$ cat src/rtl/pid_sequencer_pkg.sv
// Shared word sizes and state encodings for the PID update sequencer.
package pid_sequencer_pkg;
    localparam int N = 18;
    localparam int F = 9;
    localparam int G = 4;
    localparam int W = N + G;

    typedef enum logic [2:0] {
        ST_IDLE  = 3'd0,
        ST_LATCH = 3'd1,
        ST_MAC0  = 3'd2,
        ST_MAC1  = 3'd3,
        ST_MAC2  = 3'd4,
        ST_SAT   = 3'd5
    } state_t;

    typedef enum logic [1:0] {
        SEL_E0 = 2'd0,
        SEL_E1 = 2'd1,
        SEL_E2 = 2'd2
    } mac_sel_t;
endpackage

$ cat src/rtl/pid_sequencer_if.sv
// Sample/coefficient inputs and control outputs of the PID sequencer.
interface pid_sequencer_if;
    import pid_sequencer_pkg::*;

    logic                i_enable;
    logic                i_sample_tick;
    logic                i_clr_state;
    logic signed [N-1:0] i_ref;
    logic signed [N-1:0] i_yk;
    logic signed [N-1:0] i_a0;
    logic signed [N-1:0] i_a1;
    logic signed [N-1:0] i_a2;
    logic signed [N-1:0] o_uk;
    logic                o_uk_valid;
    logic                o_busy;
    logic                o_sat;
    logic                o_overrun;

    modport master (
        output i_enable, i_sample_tick, i_clr_state, i_ref, i_yk, i_a0, i_a1, i_a2,
        input  o_uk, o_uk_valid, o_busy, o_sat, o_overrun
    );

    modport slave (
        input  i_enable, i_sample_tick, i_clr_state, i_ref, i_yk, i_a0, i_a1, i_a2,
        output o_uk, o_uk_valid, o_busy, o_sat, o_overrun
    );
endinterface

$ cat src/rtl/pid_sequencer_ek.sv
// Saturating error subtractor: e = clamp(ref - yk) to the signed N-bit range.
module pid_ek
    import pid_sequencer_pkg::*;
(
    input  logic signed [N-1:0] i_ref,
    input  logic signed [N-1:0] i_yk,
    output logic signed [N-1:0] o_e
);
    logic signed [N:0] w_diff;

    assign w_diff = (N+1)'(i_ref) - (N+1)'(i_yk);

    // Top two bits disagree only when the difference left the N-bit range.
    always_comb begin
        o_e = w_diff[N-1:0];
        if (w_diff[N] != w_diff[N-1]) begin
            o_e = w_diff[N] ? {1'b1, {(N-1){1'b0}}} : {1'b0, {(N-1){1'b1}}};
        end
    end
endmodule

$ cat src/rtl/pid_sequencer_mac.sv
// Single shared multiply-accumulate step: acc_out = base + ((coef * err) >>> F).
module pid_mac
    import pid_sequencer_pkg::*;
(
    input  mac_sel_t            i_sel,
    input  logic signed [N-1:0] i_a0,
    input  logic signed [N-1:0] i_a1,
    input  logic signed [N-1:0] i_a2,
    input  logic signed [N-1:0] i_e0,
    input  logic signed [N-1:0] i_e1,
    input  logic signed [N-1:0] i_e2,
    input  logic signed [N-1:0] i_uprev,
    input  logic signed [W-1:0] i_acc,
    output logic signed [W-1:0] o_acc
);
    logic signed [N-1:0]   w_coef;
    logic signed [N-1:0]   w_err;
    logic signed [2*N-1:0] w_prod;
    logic signed [W-1:0]   w_term;
    logic signed [W-1:0]   w_base;

    always_comb begin
        w_coef = i_a0;
        w_err  = i_e0;
        case (i_sel)
            SEL_E1: begin
                w_coef = i_a1;
                w_err  = i_e1;
            end
            SEL_E2: begin
                w_coef = i_a2;
                w_err  = i_e2;
            end
            default: ;
        endcase
    end

    assign w_prod = (2*N)'(w_coef) * (2*N)'(w_err);
    // The shifted product is narrowed to the accumulator width before the add.
    assign w_term = W'(w_prod >>> F);
    assign w_base = (i_sel == SEL_E0) ? W'(i_uprev) : i_acc;
    assign o_acc  = w_base + w_term;
endmodule

$ cat src/rtl/pid_sequencer.sv
// Incremental PID update sequencer: one update per accepted sample tick, one shared MAC.
module pid_sequencer
    import pid_sequencer_pkg::*;
(
    input  logic           clk,
    input  logic           rst_n,
    pid_sequencer_if.slave bus
);
    localparam logic signed [W-1:0] ACC_MAX = W'((2 ** (N - 1)) - 1);
    localparam logic signed [W-1:0] ACC_MIN = ~ACC_MAX;
    localparam logic signed [N-1:0] UK_MAX  = {1'b0, {(N-1){1'b1}}};
    localparam logic signed [N-1:0] UK_MIN  = ~UK_MAX;

    state_t              r_state;
    logic signed [N-1:0] r_e0, r_e1, r_e2;
    logic signed [N-1:0] r_a0, r_a1, r_a2;
    logic signed [N-1:0] r_uprev, r_uk;
    logic signed [W-1:0] r_acc;
    logic                r_uk_valid, r_busy, r_sat, r_overrun;

    logic signed [N-1:0] w_e0;
    logic signed [N-1:0] w_uk_clamped;
    logic signed [W-1:0] w_acc_next;
    logic                w_hi, w_lo;
    mac_sel_t            w_sel;

    pid_ek u_ek (
        .i_ref (bus.i_ref),
        .i_yk  (bus.i_yk),
        .o_e   (w_e0)
    );

    always_comb begin
        w_sel = SEL_E0;
        case (r_state)
            ST_MAC1: w_sel = SEL_E1;
            ST_MAC2: w_sel = SEL_E2;
            default: ;
        endcase
    end

    pid_mac u_mac (
        .i_sel   (w_sel),
        .i_a0    (r_a0),
        .i_a1    (r_a1),
        .i_a2    (r_a2),
        .i_e0    (r_e0),
        .i_e1    (r_e1),
        .i_e2    (r_e2),
        .i_uprev (r_uprev),
        .i_acc   (r_acc),
        .o_acc   (w_acc_next)
    );

    assign w_hi = (r_acc > ACC_MAX);
    assign w_lo = (r_acc < ACC_MIN);

    always_comb begin
        w_uk_clamped = r_acc[N-1:0];
        if (w_hi) begin
            w_uk_clamped = UK_MAX;
        end else if (w_lo) begin
            w_uk_clamped = UK_MIN;
        end
    end

    always_ff @(posedge clk or negedge rst_n) begin
        if (!rst_n) begin
            r_state    <= ST_IDLE;
            r_e0       <= '0;
            r_e1       <= '0;
            r_e2       <= '0;
            r_a0       <= '0;
            r_a1       <= '0;
            r_a2       <= '0;
            r_uprev    <= '0;
            r_uk       <= '0;
            r_acc      <= '0;
            r_uk_valid <= 1'b0;
            r_busy     <= 1'b0;
            r_sat      <= 1'b0;
            r_overrun  <= 1'b0;
        end else begin
            r_uk_valid <= 1'b0;
            if (bus.i_sample_tick && (r_state != ST_IDLE)) begin
                r_overrun <= 1'b1;
            end
            case (r_state)
                ST_IDLE: begin
                    // Clear lands before an accepted tick's update reads the histories.
                    if (bus.i_clr_state) begin
                        r_e1      <= '0;
                        r_e2      <= '0;
                        r_uprev   <= '0;
                        r_overrun <= 1'b0;
                    end
                    if (bus.i_sample_tick && bus.i_enable) begin
                        r_state <= ST_LATCH;
                        r_busy  <= 1'b1;
                    end
                end
                ST_LATCH: begin
                    r_e0    <= w_e0;
                    r_a0    <= bus.i_a0;
                    r_a1    <= bus.i_a1;
                    r_a2    <= bus.i_a2;
                    r_state <= ST_MAC0;
                end
                ST_MAC0: begin
                    r_acc   <= w_acc_next;
                    r_state <= ST_MAC1;
                end
                ST_MAC1: begin
                    r_acc   <= w_acc_next;
                    r_state <= ST_MAC2;
                end
                ST_MAC2: begin
                    r_acc   <= w_acc_next;
                    r_state <= ST_SAT;
                end
                ST_SAT: begin
                    r_uk       <= w_uk_clamped;
                    r_uprev    <= w_uk_clamped;
                    r_sat      <= w_hi | w_lo;
                    r_uk_valid <= 1'b1;
                    r_e2       <= r_e1;
                    r_e1       <= r_e0;
                    r_busy     <= 1'b0;
                    r_state    <= ST_IDLE;
                end
                default: begin
                    r_state <= ST_IDLE;
                    r_busy  <= 1'b0;
                end
            endcase
        end
    end

    assign bus.o_uk       = r_uk;
    assign bus.o_uk_valid = r_uk_valid;
    assign bus.o_busy     = r_busy;
    assign bus.o_sat      = r_sat;
    assign bus.o_overrun  = r_overrun;
endmodule
$ cat src/flat_wrapper.sv
// flat-port wrapper written by rule: the top's interface ports become plain ports
module pid_sequencer_flat import pid_sequencer_pkg::*;
  (clk, rst_n, bus_i_enable, bus_i_sample_tick, bus_i_clr_state, bus_i_ref, bus_i_yk, bus_i_a0, bus_i_a1, bus_i_a2, bus_o_uk, bus_o_uk_valid, bus_o_busy, bus_o_sat, bus_o_overrun);
  pid_sequencer_if bus_i ();
  input  logic clk;
  input  logic rst_n;
  input wire logic [$bits(bus_i.i_enable)-1:0] bus_i_enable;
  input wire logic [$bits(bus_i.i_sample_tick)-1:0] bus_i_sample_tick;
  input wire logic [$bits(bus_i.i_clr_state)-1:0] bus_i_clr_state;
  input wire logic [$bits(bus_i.i_ref)-1:0] bus_i_ref;
  input wire logic [$bits(bus_i.i_yk)-1:0] bus_i_yk;
  input wire logic [$bits(bus_i.i_a0)-1:0] bus_i_a0;
  input wire logic [$bits(bus_i.i_a1)-1:0] bus_i_a1;
  input wire logic [$bits(bus_i.i_a2)-1:0] bus_i_a2;
  output wire logic [$bits(bus_i.o_uk)-1:0] bus_o_uk;
  output wire logic [$bits(bus_i.o_uk_valid)-1:0] bus_o_uk_valid;
  output wire logic [$bits(bus_i.o_busy)-1:0] bus_o_busy;
  output wire logic [$bits(bus_i.o_sat)-1:0] bus_o_sat;
  output wire logic [$bits(bus_i.o_overrun)-1:0] bus_o_overrun;
  assign bus_i.i_enable = bus_i_enable;
  assign bus_i.i_sample_tick = bus_i_sample_tick;
  assign bus_i.i_clr_state = bus_i_clr_state;
  assign bus_i.i_ref = bus_i_ref;
  assign bus_i.i_yk = bus_i_yk;
  assign bus_i.i_a0 = bus_i_a0;
  assign bus_i.i_a1 = bus_i_a1;
  assign bus_i.i_a2 = bus_i_a2;
  assign bus_o_uk = bus_i.o_uk;
  assign bus_o_uk_valid = bus_i.o_uk_valid;
  assign bus_o_busy = bus_i.o_busy;
  assign bus_o_sat = bus_i.o_sat;
  assign bus_o_overrun = bus_i.o_overrun;
  pid_sequencer u_core (.clk(clk), .rst_n(rst_n), .bus(bus_i));
endmodule
$ cat config.mk
export PLATFORM = sky130hd
export DESIGN_NAME = pid_sequencer_flat
export DESIGN_NICKNAME = d
export VERILOG_FILES = /design/src/rtl/pid_sequencer_pkg.sv /design/src/rtl/pid_sequencer_if.sv /design/src/rtl/pid_sequencer_ek.sv /design/src/rtl/pid_sequencer_mac.sv /design/src/rtl/pid_sequencer.sv /design/src/flat_wrapper.sv
export SDC_FILE = /design/constraint.sdc
export NUM_CORES = 1
export LEC_CHECK = 0
export ABC_AREA = 1
export BUFFER_PORTS_ARGS = -buffer_cell sky130_fd_sc_hd__buf_2
export CAP_MARGIN = 20
export CORE_MARGIN = 8
export CORE_UTILIZATION = 35
export CTS_BUF_LIST = sky130_fd_sc_hd__clkbuf_16
export CTS_CLUSTER_DIAMETER = 40
export DETAILED_ROUTE_END_ITERATION = 8
export PLACE_DENSITY = 0.51
export SLEW_MARGIN = 0
export SYNTH_ARGS = -nofsm -noshare
export SYNTH_HDL_FRONTEND = slang
export SYNTH_SLANG_ARGS = --single-unit
$ cat constraint.sdc
create_clock -name clk -period 9.9 [get_ports clk]
set_input_delay 1.485 -clock clk [delete_from_list [all_inputs] [get_ports clk]]
set_output_delay 1.485 -clock clk [all_outputs]
set_load 0.02 [all_outputs]
## After elaboration in Yosys (flattened, before gate mapping)

Cells that the tools add are included.
Widths: inputs -> output; s select.

- $add $sub $neg: 2
- Multipliers: 1
- Order comparisons: 2
- Equal/unequal tests: 10
- Muxes and demuxes: 20
- Bitwise gates (word level): 2
- Reduce and logical (&&, ||, !) cells: 10

Operators by type and width:

| kind | count |
|---|---|
| $pmux 18 s2 | 5 |
| $mux 18 | 5 |
| $mul 18x18->31 | 1 |
| $add 22x22->22 | 1 |
| $gt 22x18->1 const B | 1 |
| $lt 22x18->1 const B | 1 |
| $mux 22 | 1 |
| $sub 18x18->19 | 1 |
| $pmux 3 s5 | 1 |
| $eq 3x2->1 const B | 2 |
| $eq 3x3->1 const B | 2 |
| $mux 1 | 5 |
| $pmux 2 s2 | 1 |
| $reduce_and 2->1 | 2 |
| $reduce_or 4->1 | 1 |
| $eq 3x1->1 const B | 1 |
| $logic_not 3->1 | 1 |
| $mux 3 | 1 |
| $reduce_bool 3->1 | 1 |
| $reduce_or 3->1 | 1 |
| $eq 2x1->1 const B | 1 |
| $eq 2x2->1 const B | 1 |
| $logic_and 1x1->1 | 2 |
| $logic_not 2->1 | 1 |
| other kinds (7) | 7 |

- Flip-flop bits (word level): 173
- Word-level logic and storage cells: 61

## Longest topological paths before layout

- Word-level depth: 6
- Gate-level depth with buffers: 49
- Mapped depth without buffers: 47

## Hierarchy

From an unflattened synthesis, not the netlist that was laid out.

- Cell total of the unflattened synthesis: 2,767
- Area, all modules: 21,131.5 um2

Modules (own cells, without submodules):

| module | instances | cells an instance | area an instance (um2) | seq. area each (um2) |
|---|---|---|---|---|
| pid_mac | 1 | 1,759 | 12,974.9 | 0.0 |
| pid_sequencer | 1 | 774 | 6,814.0 | 4,329.2 |
| pid_ek | 1 | 234 | 1,342.5 | 0.0 |

## Least setup slack after synthesis

OpenSTA, ideal clock, no wires.

- Path type: flip-flop to flip-flop
- Start: register u_core.r_state[1]
- End: register u_core.r_acc[17]
- Setup time: 0.134 ns
- Arrival time: 7.602 ns
- Path slack: 2.164 ns
- Stages on the path, launching flop included: 41
- Buffers on the path: 4
- Period minus slack after synthesis: 7.736 ns
- Cell sequence: dfrtp_1 > buf_6 > nor2_4 > nand2_2 > nand2_4 > inv_4 > buf_6 > buf_4 > a21oi_2 > clkbuf_1 > nor2_1 > fa_1 > inv_1 > fa_1 > fa_1 > inv_1 > fa_1 > fa_1 > [... 5 more ...] > o21ai_0 > a21oi_1 > nand2_2 > nand2_1 > nand2_2 > nand2_1 > nand2_1 > xor2_1 > ha_1 > a21oi_1 > inv_1 > a31oi_1 > o21ai_0 > a21oi_1 > o21bai_1 > or2_2 > nand3_1 > o21ai_0

- Cells in the longest elaborated chain, start to end: 6
- Elaborated cells on any way between the ends: 13
- Classes of those cells: add/sub: 1; mul: 1; eq/ne: 5; mux: 4; reduce/logical: 2

RTL lines:

| item | line | RTL |
|---|---|---|
| start, declared | pid_sequencer.sv:14 | `state_t r_state;` |
| start signal, assigned | pid_sequencer.sv:69 | `r_state <= ST_IDLE;` |
| start signal, assigned | pid_sequencer.sv:98 | `r_state <= ST_LATCH;` |
| start signal, assigned | pid_sequencer.sv:107 | `r_state <= ST_MAC0;` |
| $eq 3x3->1 / $eq 3x2->1 (equally long branches) | pid_sequencer.sv:35, pid_sequencer.sv:88 |  |
| $pmux 2 s2 | pid_sequencer.sv:35 | `case (r_state)` |
| $eq 2x2->1 / $eq 2x1->1 (equally long branches) | pid_sequencer_mac.sv:25 | `case (i_sel)` |
| $pmux 18 s2 | pid_sequencer_mac.sv:25 |  |
| $mul 18x18->31 | pid_sequencer_mac.sv:38 | `assign w_prod = (2*N)'(w_coef) * (2*N)'(w_err);` |
| $add 22x22->22 | pid_sequencer_mac.sv:42 | `assign o_acc = w_base + w_term;` |
| end signal, assigned | pid_sequencer.sv:110 | `r_acc <= w_acc_next;` |
| end signal, assigned | pid_sequencer.sv:114 | `r_acc <= w_acc_next;` |
| end signal, assigned | pid_sequencer.sv:118 | `r_acc <= w_acc_next;` |
| end, declared | pid_sequencer.sv:18 | `logic signed [W-1:0] r_acc;` |

Several ways; a longest one is shown, not always the timed one.
A chain may end at the register's enable or synchronous reset.

## Worst setup path in the final report

Same ends and word-level chain as after synthesis.

==> results.md <==
* Status: completed
* Drt total wl at 61,210 µm
* Routed met2 length at 29,640 µm
* Drt via density at 4.925
* Final standard cell area without fillers at 0.02217 mm²
* Die height at 255.4 µm
* Layout fillers at 5,893
* Vias at 16,578
* Setup TNS at 0 ps
* Cell variety after synth at 54
* Final nets at 3,101
* Yosys reg bits at 173
* Worst Hold Class: reg -> reg
* Fin crit period at 9355 ps
* Most common cell after layout, fill and taps aside: inv_1
* Port buffer count at 116
* Initial detailed-routing violation count at 954
* Fin Hold WS at 477.0 ps
* Total global routing overflow at 0
* CP top delay family: adder cells
* DRC viols at 0
* Worst-Margin Slew at 980.3 ps
* M1 wire length at 27,650 µm
* Setup Fix Bufs, Post-CTS at 0
* Max Fclk at 106.9 MHz
* Post-CTS resize count at 0
* R2R cell count at 32
* Core Region at 0.05650 mm²
* Clock slew at reported path FFs at 70 ps
* CTS tree: yes
* Reg area at 0.004329 mm²
* Max transition margin at 0.3465
* Worst Path Class, Setup: reg -> reg
* Hold_buf cts at 0
* Die ar. at 0.06523 mm²
* Post-synth top area share at 0.2864
* Synth area leaders: fa_1 (29%), dfrtp_1 (22%), inv_1 (10%), nand2_1 (9.9%), ha_1 (7.5%)
* Share of layout cells above drive strength 1 at 0.09004
* Sequential fraction of the synthesis area at 0.2158
* Deepest clock path buffer count at 2
* Clk Latency, worst-skew pair at 450 ps
* Post-synth top area cell: fa_1
* Ports at 117
* Worst Hold Depth at 2
* Clock root buffer: clkbuf_16
* First-pass GRT wire length at 98,590 µm
* Most used cell, CP: fa_1
* Row cnt at 87
* Crit end category: register
* Sink Count at 173
* Antenna cell count at 0
* Mapped Cells at 2,492
* Initial Utilization at 0.3551
* Largest net degree at the start of global routing at 127
* CP Depth at 32
* WL/cell at 18.19 µm
* Post-layout util at 0.3925
* Routed Antenna Nets at 0
* Critical path's slowest cell: a21oi_2
* Most frequent cells in the layout: inv_1 (544), nand2_1 (528), fa_1 (287), nor2_1 (232), dfrtp_1 (173)
* MaxCap Viol Count at 0
* Top sig layer: met4
* Post-Syn Area at 0.02006 mm²
* Tcrit/Tclk final at 0.9450
* Initial antenna violation count at 1
* Total of warnings raised by yosys at 0
* Footprint of the multi-input gates at 0.01334 mm²
* Worst Path Required at 10,200 ps
* TritonCTS buffer count at 17
* DP Wirelength at 50,010 µm
* RSZ-0062 raised after global routing: no
* Max-slew violations at 0
* Startpoint Class: register
* Met3 wire length at 2290 µm
* Final hold viol count at 0
* Syn-to-layout area delta at 10.54%
* CP Max Fanout at 37
* Die Width at 255.4 µm
* Vias in the first global route at 17,974
* Final Setup Violations at 0
* WP buf/inv at 5
* Largest stage delay on the critical path at 670 ps
* Cell Area, Placed at 0.02160 mm²
* DRT Pass-1 Iters at 7
* Arrival @ worst endpoint at 9660 ps
* CTS H-tree depth at 4
* Syn Nets at 2,995
* GRT Total Usage at 0.1907
* Routability cong. at 0.9310
* Mean area per synthesized cell at 8.049 µm²
* Layout Skew at 14.39 ps
==> synth_stat cells, drive strengths merged <==
library cell / instances
o31ai: 3
o22ai: 58
xnor2: 21
nor2: 237
xor2: 32
or2: 4
nor4: 3
o21a: 1
clkinv: 9
a31oi: 16
o21ai: 155
a41oi: 1
ha: 121
nor3: 12
o2111ai: 1
nand2: 536
dfrtp: 173
o21bai: 6
a21o: 10
buf: 17
a21oi: 97
fa: 287
a21boi: 2
a2111oi: 1
o211ai: 1
nand3b: 2
a22oi: 15
nand4: 9
o311ai: 1
clkbuf: 53
o221ai: 1
inv: 551
nand3: 54
and2: 2
==> worst reg2reg max path: cells and delay by family, from the launching register on <==
kind / cells / cell delay [ps]
XOR/XNOR: 1 / 430
AO/OA/AOI/OAI: 9 / 2290
AND/OR/NAND/NOR: 9 / 1490
flip-flops: 1 / 520
buffers and inverters: 5 / 870
adder cells (fa/ha/maj): 8 / 3620
==> area by class of cell <==
cell class              count  share of cell area
clock buffers              17             0.01919
clock inverters            14            0.005361
inverters                 560             0.09491
multi-input cells        1689              0.6017
flip-flops and latches    173              0.1952
well taps                 756             0.04266
repair buffers            157             0.04091
==> stage by stage <==
step | std cells | setup WS (ps)
finish | 3366 | 544.6
global route | 3366 | 13.73
CTS | 3365 | 578.4
detailed placement | 3334 | 601.5
global placement | 3334 | 752.6
floorplan | 2492 | 2164
==> final timing paths <==
path | startpoint | to | slack [ps]
max | u_core.r_state[1]$_DFFE_PN0N_ | u_core.r_acc[17]$_DFFE_PN0P_ | 540
min | u_core.r_a1[15]$_DFFE_PN0P_ | u_core.r_a1[15]$_DFFE_PN0P_ | 480
max reg2reg | u_core.r_state[1]$_DFFE_PN0N_ | u_core.r_acc[17]$_DFFE_PN0P_ | 540
min reg2reg | u_core.r_a1[15]$_DFFE_PN0P_ | u_core.r_a1[15]$_DFFE_PN0P_ | 480
max in group asynchronous | rst_n | u_core.r_e2[6]$_DFFE_PN0P_ | 7820
min in group asynchronous | rst_n | u_core.bus.o_uk[12]$_DFFE_PN0P_ | 970
==> cell families after synthesis <==
logic type	count (synthesis)	synth area share
AND/OR/NAND/NOR	859	0.1721
flip-flops	173	0.2158
buffers and inverters	630	0.1206
adder cells (fa/ha/maj)	408	0.3619
AO/OA/AOI/OAI	369	0.1065
XOR/XNOR	53	0.02314
==> state kept, by name, summed over array words and instances, names as in the netlist <==
register and flops:
u_core.r_e2 18, u_core.bus.o_uk 18, u_core.r_state 3, u_core.bus.o_busy 1, u_core.bus.o_sat 1, u_core.r_acc 22
u_core.r_a2 18, u_core.r_e1 18, u_core.r_e0 18, u_core.r_a0 18, u_core.r_uprev 18, u_core.bus.o_uk_valid 1
u_core.r_a1 18, u_core.bus.o_overrun 1
==> per-layer routing <==
| layer | vias up | global-route usage |
|---|---|---|
| met3 | 79 | 0.01961 |
| met5 | - | 0 |
| met1 | 8321 | 0.2511 |
| li1 | 7806 | - |
| met4 | 0 | 0.05737 |
| met2 | 372 | 0.3284 |
Power is left out: the tool's default activity adds up to more than one toggle a clock period on the data nets, which glitch-free logic cannot reach.
